**src/rtl/adc_spi_pkg.sv**
```systemverilog
// Shared types and protocol constants for the MCP3002-class ADC reader.
// Frame layout: lead, start, sgl, odd/sign, msbf, null, then B9..B0.
package adc_spi_pkg;

  typedef enum logic [1:0] {
    IDLE,
    SETUP,
    SHIFT,
    HOLD
  } state_t;

  localparam int FRAME_BITS     = 16;
  localparam int DATA_FIRST_BIT = 6;
  localparam int NULL_BIT       = 5;

  localparam logic START = 1'b1;
  localparam logic SGL   = 1'b1;
  localparam logic MSBF  = 1'b1;

  function automatic logic cmd_bit(
    input logic [3:0] k,
    input logic       ch
  );
    logic b;
    b = 1'b0;
    case (k)
      4'd1:    b = START;
      4'd2:    b = SGL;
      4'd3:    b = ch;
      4'd4:    b = MSBF;
      default: b = 1'b0;
    endcase
    return b;
  endfunction

endpackage

```
**src/rtl/adc_sample_tick.sv**
```systemverilog
// Conversion-request timer: one-cycle req every SAMPLE_PERIOD clocks.
// Held at zero while sampling is disabled.
module adc_sample_tick
  import adc_spi_pkg::*;
#(
  parameter int SAMPLE_PERIOD = 50000
) (
  input  logic clk,
  input  logic rst,
  input  logic enable,
  output logic req
);

  localparam int TW = $clog2(SAMPLE_PERIOD);
  localparam logic [TW-1:0] LAST = TW'(SAMPLE_PERIOD - 1);

  logic [TW-1:0] timer;

  always_ff @(posedge clk or negedge rst) begin
    if (!rst) begin
      timer <= '0;
      req   <= 1'b0;
    end else begin
      req <= 1'b0;
      if (!enable) begin
        timer <= '0;
      end else if (timer == LAST) begin
        timer <= '0;
        req   <= 1'b1;
      end else begin
        timer <= timer + TW'(1);
      end
    end
  end

endmodule

```
**src/rtl/adc_spi_reader.sv**
```systemverilog
// SPI mode-0 master reading a 10-bit ADC; emits adc_measure
// with a one-cycle sample_valid at the end of each frame.
module adc_spi_reader
  import adc_spi_pkg::*;
#(
  parameter int CLK_DIV       = 25,
  parameter int SAMPLE_PERIOD = 50000
) (
  input  logic       clk,
  input  logic       rst,
  input  logic       enable,
  input  logic       channel,
  input  logic       miso,
  output logic       cs_n,
  output logic       sclk,
  output logic       mosi,
  output logic [9:0] adc_measure,
  output logic       sample_valid,
  output logic       busy
);

  localparam int DW = $clog2(CLK_DIV);
  localparam logic [DW-1:0] DIV_LAST = DW'(CLK_DIV - 1);
  localparam logic [3:0] K_LAST = 4'(FRAME_BITS - 1);
  localparam logic [3:0] K_DATA = 4'(DATA_FIRST_BIT);

  state_t        state;
  logic [DW-1:0] div;
  logic          div_end;
  logic [3:0]    k;
  logic          high;
  logic          ch_q;
  logic [9:0]    shreg;
  logic          miso_m;
  logic          miso_s;
  logic          req;

  assign div_end = (div == DIV_LAST);

  adc_sample_tick #(
    .SAMPLE_PERIOD(SAMPLE_PERIOD)
  ) u_tick (
    .clk   (clk),
    .rst   (rst),
    .enable(enable),
    .req   (req)
  );

  always_ff @(posedge clk or negedge rst) begin
    if (!rst) begin
      miso_m <= 1'b0;
      miso_s <= 1'b0;
    end else begin
      miso_m <= miso;
      miso_s <= miso_m;
    end
  end

  always_ff @(posedge clk or negedge rst) begin
    if (!rst) begin
      state        <= IDLE;
      div          <= '0;
      k            <= '0;
      high         <= 1'b0;
      ch_q         <= 1'b0;
      shreg        <= '0;
      cs_n         <= 1'b1;
      sclk         <= 1'b0;
      mosi         <= 1'b0;
      adc_measure  <= '0;
      sample_valid <= 1'b0;
      busy         <= 1'b0;
    end else begin
      sample_valid <= 1'b0;
      div <= div_end ? '0 : div + DW'(1);
      unique case (state)
        IDLE: begin
          div <= '0;
          if (req) begin
            ch_q  <= channel;
            k     <= '0;
            high  <= 1'b0;
            shreg <= '0;
            busy  <= 1'b1;
            cs_n  <= 1'b0;
            mosi  <= cmd_bit(4'd0, channel);
            state <= SETUP;
          end
        end
        SETUP: begin
          if (div_end) state <= SHIFT;
        end
        SHIFT: begin
          if (div_end) begin
            if (!high) begin
              high <= 1'b1;
              sclk <= 1'b1;
            end else begin
              high <= 1'b0;
              sclk <= 1'b0;
              // B9..B0 arrive on k=6..15; the null bit is skipped
              if (k >= K_DATA)
                shreg <= {shreg[8:0], miso_s};
              if (k == K_LAST) begin
                adc_measure  <= {shreg[8:0], miso_s};
                sample_valid <= 1'b1;
                cs_n         <= 1'b1;
                mosi         <= 1'b0;
                state        <= HOLD;
              end else begin
                k    <= k + 4'd1;
                mosi <= cmd_bit(k + 4'd1, ch_q);
              end
            end
          end
        end
        HOLD: begin
          if (div_end) begin
            busy  <= 1'b0;
            state <= IDLE;
          end
        end
        default: state <= IDLE;
      endcase
    end
  end

endmodule

```
**config.mk**
```make
export PLATFORM = sky130hd
export DESIGN_NAME = adc_spi_reader
export DESIGN_NICKNAME = d
export VERILOG_FILES = /design/src/rtl/adc_spi_pkg.sv /design/src/rtl/adc_sample_tick.sv /design/src/rtl/adc_spi_reader.sv
export SDC_FILE = /design/constraint.sdc
export NUM_CORES = 1
export LEC_CHECK = 0
export ABC_AREA = 0
export ABC_CLOCK_PERIOD_IN_PS = 2000
export BUFFER_PORTS_ARGS = -buffer_cell sky130_fd_sc_hd__clkbuf_2
export CORE_MARGIN = 2
export CORE_UTILIZATION = 50
export DETAILED_ROUTE_END_ITERATION = 7
export PLACE_DENSITY = 0.68
export SLEW_MARGIN = 30
export SYNTH_ARGS = -nofsm -noshare
export SYNTH_HDL_FRONTEND = slang
export SYNTH_HIERARCHICAL = 1
export SYNTH_SLANG_ARGS = --single-unit
export TNS_END_PERCENT = 5
```
**constraint.sdc**
```tcl
create_clock -name clk -period 2 [get_ports clk]
set_input_delay 0.4 -clock clk [delete_from_list [all_inputs] [get_ports clk]]
set_output_delay 0.4 -clock clk [all_outputs]
set_load 0.02 [all_outputs]
```
==> impl_metrics.prom <==
# TYPE chip_impl_metric gauge
chip_impl_metric{name="synth_area",unit="mm^2"} 0.00291
chip_impl_metric{name="power.static_leakage",unit="nW"} 1.43
chip_impl_info{name="crit_start",value="div[0]$_DFF_PN0_"} 1
chip_impl_metric{name="vias_in_the_first_global_route",unit=""} 1894
chip_impl_info{name="cts-root-buf",value="sky130_fd_sc_hd__clkbuf_8"} 1
chip_impl_metric{name="final.min_clock_period",unit="ns"} 1.87
chip_impl_info{name="rsz0062_at_grt",value="no"} 1
chip_impl_metric{name="placed_wire_length_estimate_after_detailed_placement",unit="mm"} 3.22
chip_impl_metric{name="maxCapViolCount",unit=""} 0
chip_impl_metric{name="cts.clk_slew.worst_paths",unit="ns"} 0.11
chip_impl_metric{name="synth-seq-area-share",unit="%"} 48.2
chip_impl_metric{name="number_of_flops_mapped_to_enable_cells_by_yosys",unit=""} 0
chip_impl_metric{name="grt_overflow_total",unit=""} 0
chip_impl_metric{name="vdd_drop_max",unit="uV"} 427
chip_impl_metric{name="via_count",unit=""} 1963
chip_impl_info{name="clock_tree_from_tritoncts",value="yes"} 1
chip_impl_metric{name="postRouteAntennaNets",unit=""} 0
chip_impl_metric{name="synthesis.nets",unit=""} 287
chip_impl_info{name="synth-main-ff-cell",value="sky130_fd_sc_hd__dfrtp_1"} 1
chip_impl_metric{name="cts_post_setup_buffers_inserted",unit=""} 0
chip_impl_info{name="r2r-end",value="mosi$_DFFE_PN0P_"} 1
chip_impl_metric{name="antenna_cells_inserted",unit=""} 0
chip_impl_metric{name="core-area",unit="mm^2"} 0.00557
chip_impl_metric{name="ctsHtreeMaxLevel",unit=""} 2
chip_impl_metric{name="die_area",unit="mm^2"} 0.00645
chip_impl_metric{name="via_per_inst",unit=""} 5.39
chip_impl_metric{name="grt_first_pass_wirelength",unit="mm"} 8.42
chip_impl_metric{name="cts_inserted_buffers",unit=""} 5
chip_impl_metric{name="combPwrFrac",unit="%"} 27.1
chip_impl_metric{name="io_pins",unit=""} 20
chip_impl_metric{name="drc",unit=""} 0
chip_impl_metric{name="cts.repair.resized",unit=""} 0
chip_impl_metric{name="setup-violations-final",unit=""} 0
chip_impl_metric{name="total_switching_power",unit="W"} 0.000890
chip_impl_metric{name="power_switching_share",unit="%"} 33.5
chip_impl_metric{name="routedWlPerCell",unit="um"} 13.2
chip_impl_info{name="cp-start-kind",value="flop"} 1
chip_impl_metric{name="power.density_cell_area",unit="mW/mm^2"} 835
chip_impl_metric{name="yosysWarningCount",unit=""} 6
chip_impl_info{name="run_status",value="complete, no violations"} 1
chip_impl_metric{name="critical_path_required",unit="ns"} 2.20
chip_impl_metric{name="rows",unit=""} 27
chip_impl_metric{name="pin_count_of_the_biggest_net_entering_global_routing",unit=""} 57
chip_impl_metric{name="buffer_ports.inserted",unit=""} 19
chip_impl_metric{name="signal_arrival_time_at_the_worst_endpoint",unit="ns"} 2.07
chip_impl_metric{name="final_layout_size_suffix_gt1_share",unit="%"} 21.6
chip_impl_metric{name="clock-sinks",unit=""} 56
chip_impl_metric{name="fp.dieH",unit="um"} 80.3
chip_impl_metric{name="maximum_fanout_encountered_on_the_critical_timing_path",unit=""} 5
chip_impl_metric{name="final_cell_count_no_fill",unit=""} 364
chip_impl_metric{name="fin_worst_skew",unit="ns"} 0.0119
chip_impl_metric{name="area_growth",unit="%"} 9.29
chip_impl_metric{name="reg2regPathDepth",unit=""} 6
chip_impl_metric{name="placed_cells_incl_taps",unit=""} 356
chip_impl_metric{name="postSynth.asyncResetShare",unit="%"} 100
chip_impl_metric{name="postRouteWirelength",unit="mm"} 4.80
chip_impl_metric{name="timing.final.max_slew_violations",unit=""} 0
chip_impl_metric{name="setup-tns-final",unit="ns"} 0
chip_impl_metric{name="first_pass_iters",unit=""} 4
chip_impl_metric{name="share_seq_of_total_power",unit="%"} 48.4
chip_impl_metric{name="initial_utilization",unit="%"} 52.2
chip_impl_metric{name="synth.avg_cell_area",unit="um^2"} 10.8
chip_impl_info{name="critPathKind",value="reg2reg"} 1
chip_impl_metric{name="grtUsageTotal",unit="%"} 16.5
chip_impl_metric{name="final.period_utilization",unit="%"} 93.4
chip_impl_metric{name="max-slew-margin-rel",unit="%"} 74.0
chip_impl_metric{name="yosys_register_bits",unit=""} 56
chip_impl_info{name="worstHoldPathType",value="in2async"} 1
chip_impl_metric{name="antenna_found_initial",unit=""} 0
chip_impl_metric{name="clock_latency",unit="ns"} 0.32
chip_impl_metric{name="achievable-frequency",unit="GHz"} 0.535
chip_impl_info{name="timing.critical_path.to_type",value="flop"} 1
chip_impl_metric{name="postCtsHoldBufs",unit=""} 0
chip_impl_info{name="mostFrequentLayoutCell",value="sky130_fd_sc_hd__dfrtp_1"} 1
chip_impl_metric{name="rrSetupSlack",unit="ns"} 0.13
chip_impl_metric{name="p_int",unit="W"} 0.00177
chip_impl_metric{name="finish.net_count",unit=""} 308
chip_impl_metric{name="worst_pin_slew",unit="ns"} 0.381
chip_impl_metric{name="synthCells",unit=""} 270
chip_impl_metric{name="synth.lib_cells_used.distinct",unit=""} 50
chip_impl_metric{name="fp.dieW",unit="um"} 80.3
chip_impl_metric{name="clock_power_share",unit="%"} 24.5
chip_impl_info{name="mostFrequentLayoutCells",value="55 x sky130_fd_sc_hd__dfrtp_1, 28 x sky130_fd_sc_hd__nand2_1, 23 x sky130_fd_sc_hd__nor2_1"} 1
chip_impl_metric{name="hold_viol_final",unit=""} 0
chip_impl_info{name="worstSetupEndpoint",value="mosi$_DFFE_PN0P_"} 1
chip_impl_info{name="crit-reg2reg-launch",value="div[0]$_DFF_PN0_"} 1
chip_impl_metric{name="gp_congestion",unit=""} 0.817
chip_impl_metric{name="clk_path_buf_depth",unit=""} 2
chip_impl_metric{name="drt_iter0_markers",unit=""} 95
==> registers in the layout (all words and copies together), names as in the netlist <==
register and cells:
u_tick/timer 16, adc_measure 10, shreg 9, div 5, k 4, state 2, busy 1, ch_q 1
cs_n 1, high 1, miso_m 1, miso_s 1, mosi 1, sample_valid 1, sclk 1, u_tick/req 1
==> worst max-delay path, stage by stage (launching register included) <==
cell and delay (ns):
sky130_fd_sc_hd__dfrtp_1 0.42, sky130_fd_sc_hd__inv_1 0.07, sky130_fd_sc_hd__ha_1 0.22, sky130_fd_sc_hd__and4b_1 0.32, sky130_fd_sc_hd__nand2_1 0.16, sky130_fd_sc_hd__a21oi_1 0.23
sky130_fd_sc_hd__mux2_2 0.35
==> worst min path at each step <==
stage | startpoint | endpoint | slack, ns
6_report | rst | shreg[7]$_DFFE_PN0P_ | 0.07
5_1_grt | rst | adc_measure[8]$_DFFE_PN0P_ | 0.10
4_1_cts | rst | adc_measure[8]$_DFFE_PN0P_ | 0.07
3_5_place_dp | miso_m$_DFF_PN0_ | miso_s$_DFF_PN0_ | 0.34
3_3_place_gp | miso_m$_DFF_PN0_ | miso_s$_DFF_PN0_ | 0.34
2_1_floorplan | rst | adc_measure[0]$_DFFE_PN0P_ | 0.10
==> per-stage QoR <==
step	setup WS (ns)	util, %	area, um^2	total power (W)	hold WS, ns
floorplan	0.262	-	2910	0.00183	0.104
global placement	0.182	55.4	3090	0.00202	0.336
detailed placement	0.174	55.4	3090	0.00202	0.337
CTS	0.142	57.1	3180	0.00269	0.0746
global route	0.0416	57.1	3180	0.00282	0.102
finish	0.132	57.1	3180	0.00266	0.0746
==> power by group through the flow <==
stage               logic, W  clock network, W  registers [W]
floorplan           0.000529                 0        0.00130
global placement    0.000710                 0        0.00131
detailed placement  0.000715                 0        0.00131
CTS                 0.000727          0.000679        0.00129
global route        0.000805          0.000717        0.00130
finish              0.000720          0.000651        0.00129
==> kinds of logic (layout without fill, tap and decap cells) <==
logic type      Yosys count  count (layout)  synth area share, %
compound gates           34              34                 8.13
xor+xnor                 16              16                 4.82
fa+ha+maj                12              12                 5.16
buf+inv                  27              49                 4.90
flops                    56              56                 48.2
mux                      17              17                 7.70
simple gates            108             108                 21.1
==> synth_stat cells, types with 4 or more instances <==
| cell | number | area, um^2 |
|---|---|---|
| sky130_fd_sc_hd__inv_1 | 15 | 56.3 |
| sky130_fd_sc_hd__nor4_2 | 4 | 50.1 |
| sky130_fd_sc_hd__xnor2_1 | 13 | 114 |
| sky130_fd_sc_hd__mux2i_1 | 4 | 40.0 |
| sky130_fd_sc_hd__mux2_4 | 10 | 150 |
| sky130_fd_sc_hd__nand2_1 | 28 | 105 |
| sky130_fd_sc_hd__o21ai_0 | 8 | 40.0 |
| sky130_fd_sc_hd__o221ai_1 | 7 | 61.3 |
| sky130_fd_sc_hd__nor3_1 | 11 | 55.1 |
| sky130_fd_sc_hd__buf_6 | 4 | 45.0 |
| sky130_fd_sc_hd__nand3_1 | 18 | 90.1 |
| sky130_fd_sc_hd__ha_1 | 12 | 150 |
| sky130_fd_sc_hd__nor2_1 | 23 | 86.3 |
| sky130_fd_sc_hd__buf_2 | 5 | 25.0 |
| sky130_fd_sc_hd__a21oi_1 | 7 | 35.0 |
| sky130_fd_sc_hd__dfrtp_1 | 55 | 1380 |
==> routing by layer <==
metal | wire (um) | vias up | global-route usage, %
met3 | 146 | 7 | 3.60
met4 | 61 | 0 | 5.42
met2 | 2250 | 24 | 27.3
met1 | 2350 | 941 | 21.6
li1 | - | 991 | -
met5 | 0 | - | 0
==> final cells by class <==
| cell class | count | area (um^2) |
|---|---|---|
| Fill cell | 484 | 2390 |
| Sequential cell | 56 | 1400 |
| Inverter | 15 | 56.3 |
| Timing Repair Buffer | 26 | 173 |
| Clock inverter | 3 | 25.0 |
| Multi-Input combinational cell | 187 | 1370 |
| Clock buffer | 5 | 68.8 |
| Tap cell | 72 | 90.1 |
No activity file was read; power rests on OpenSTA's default activity.
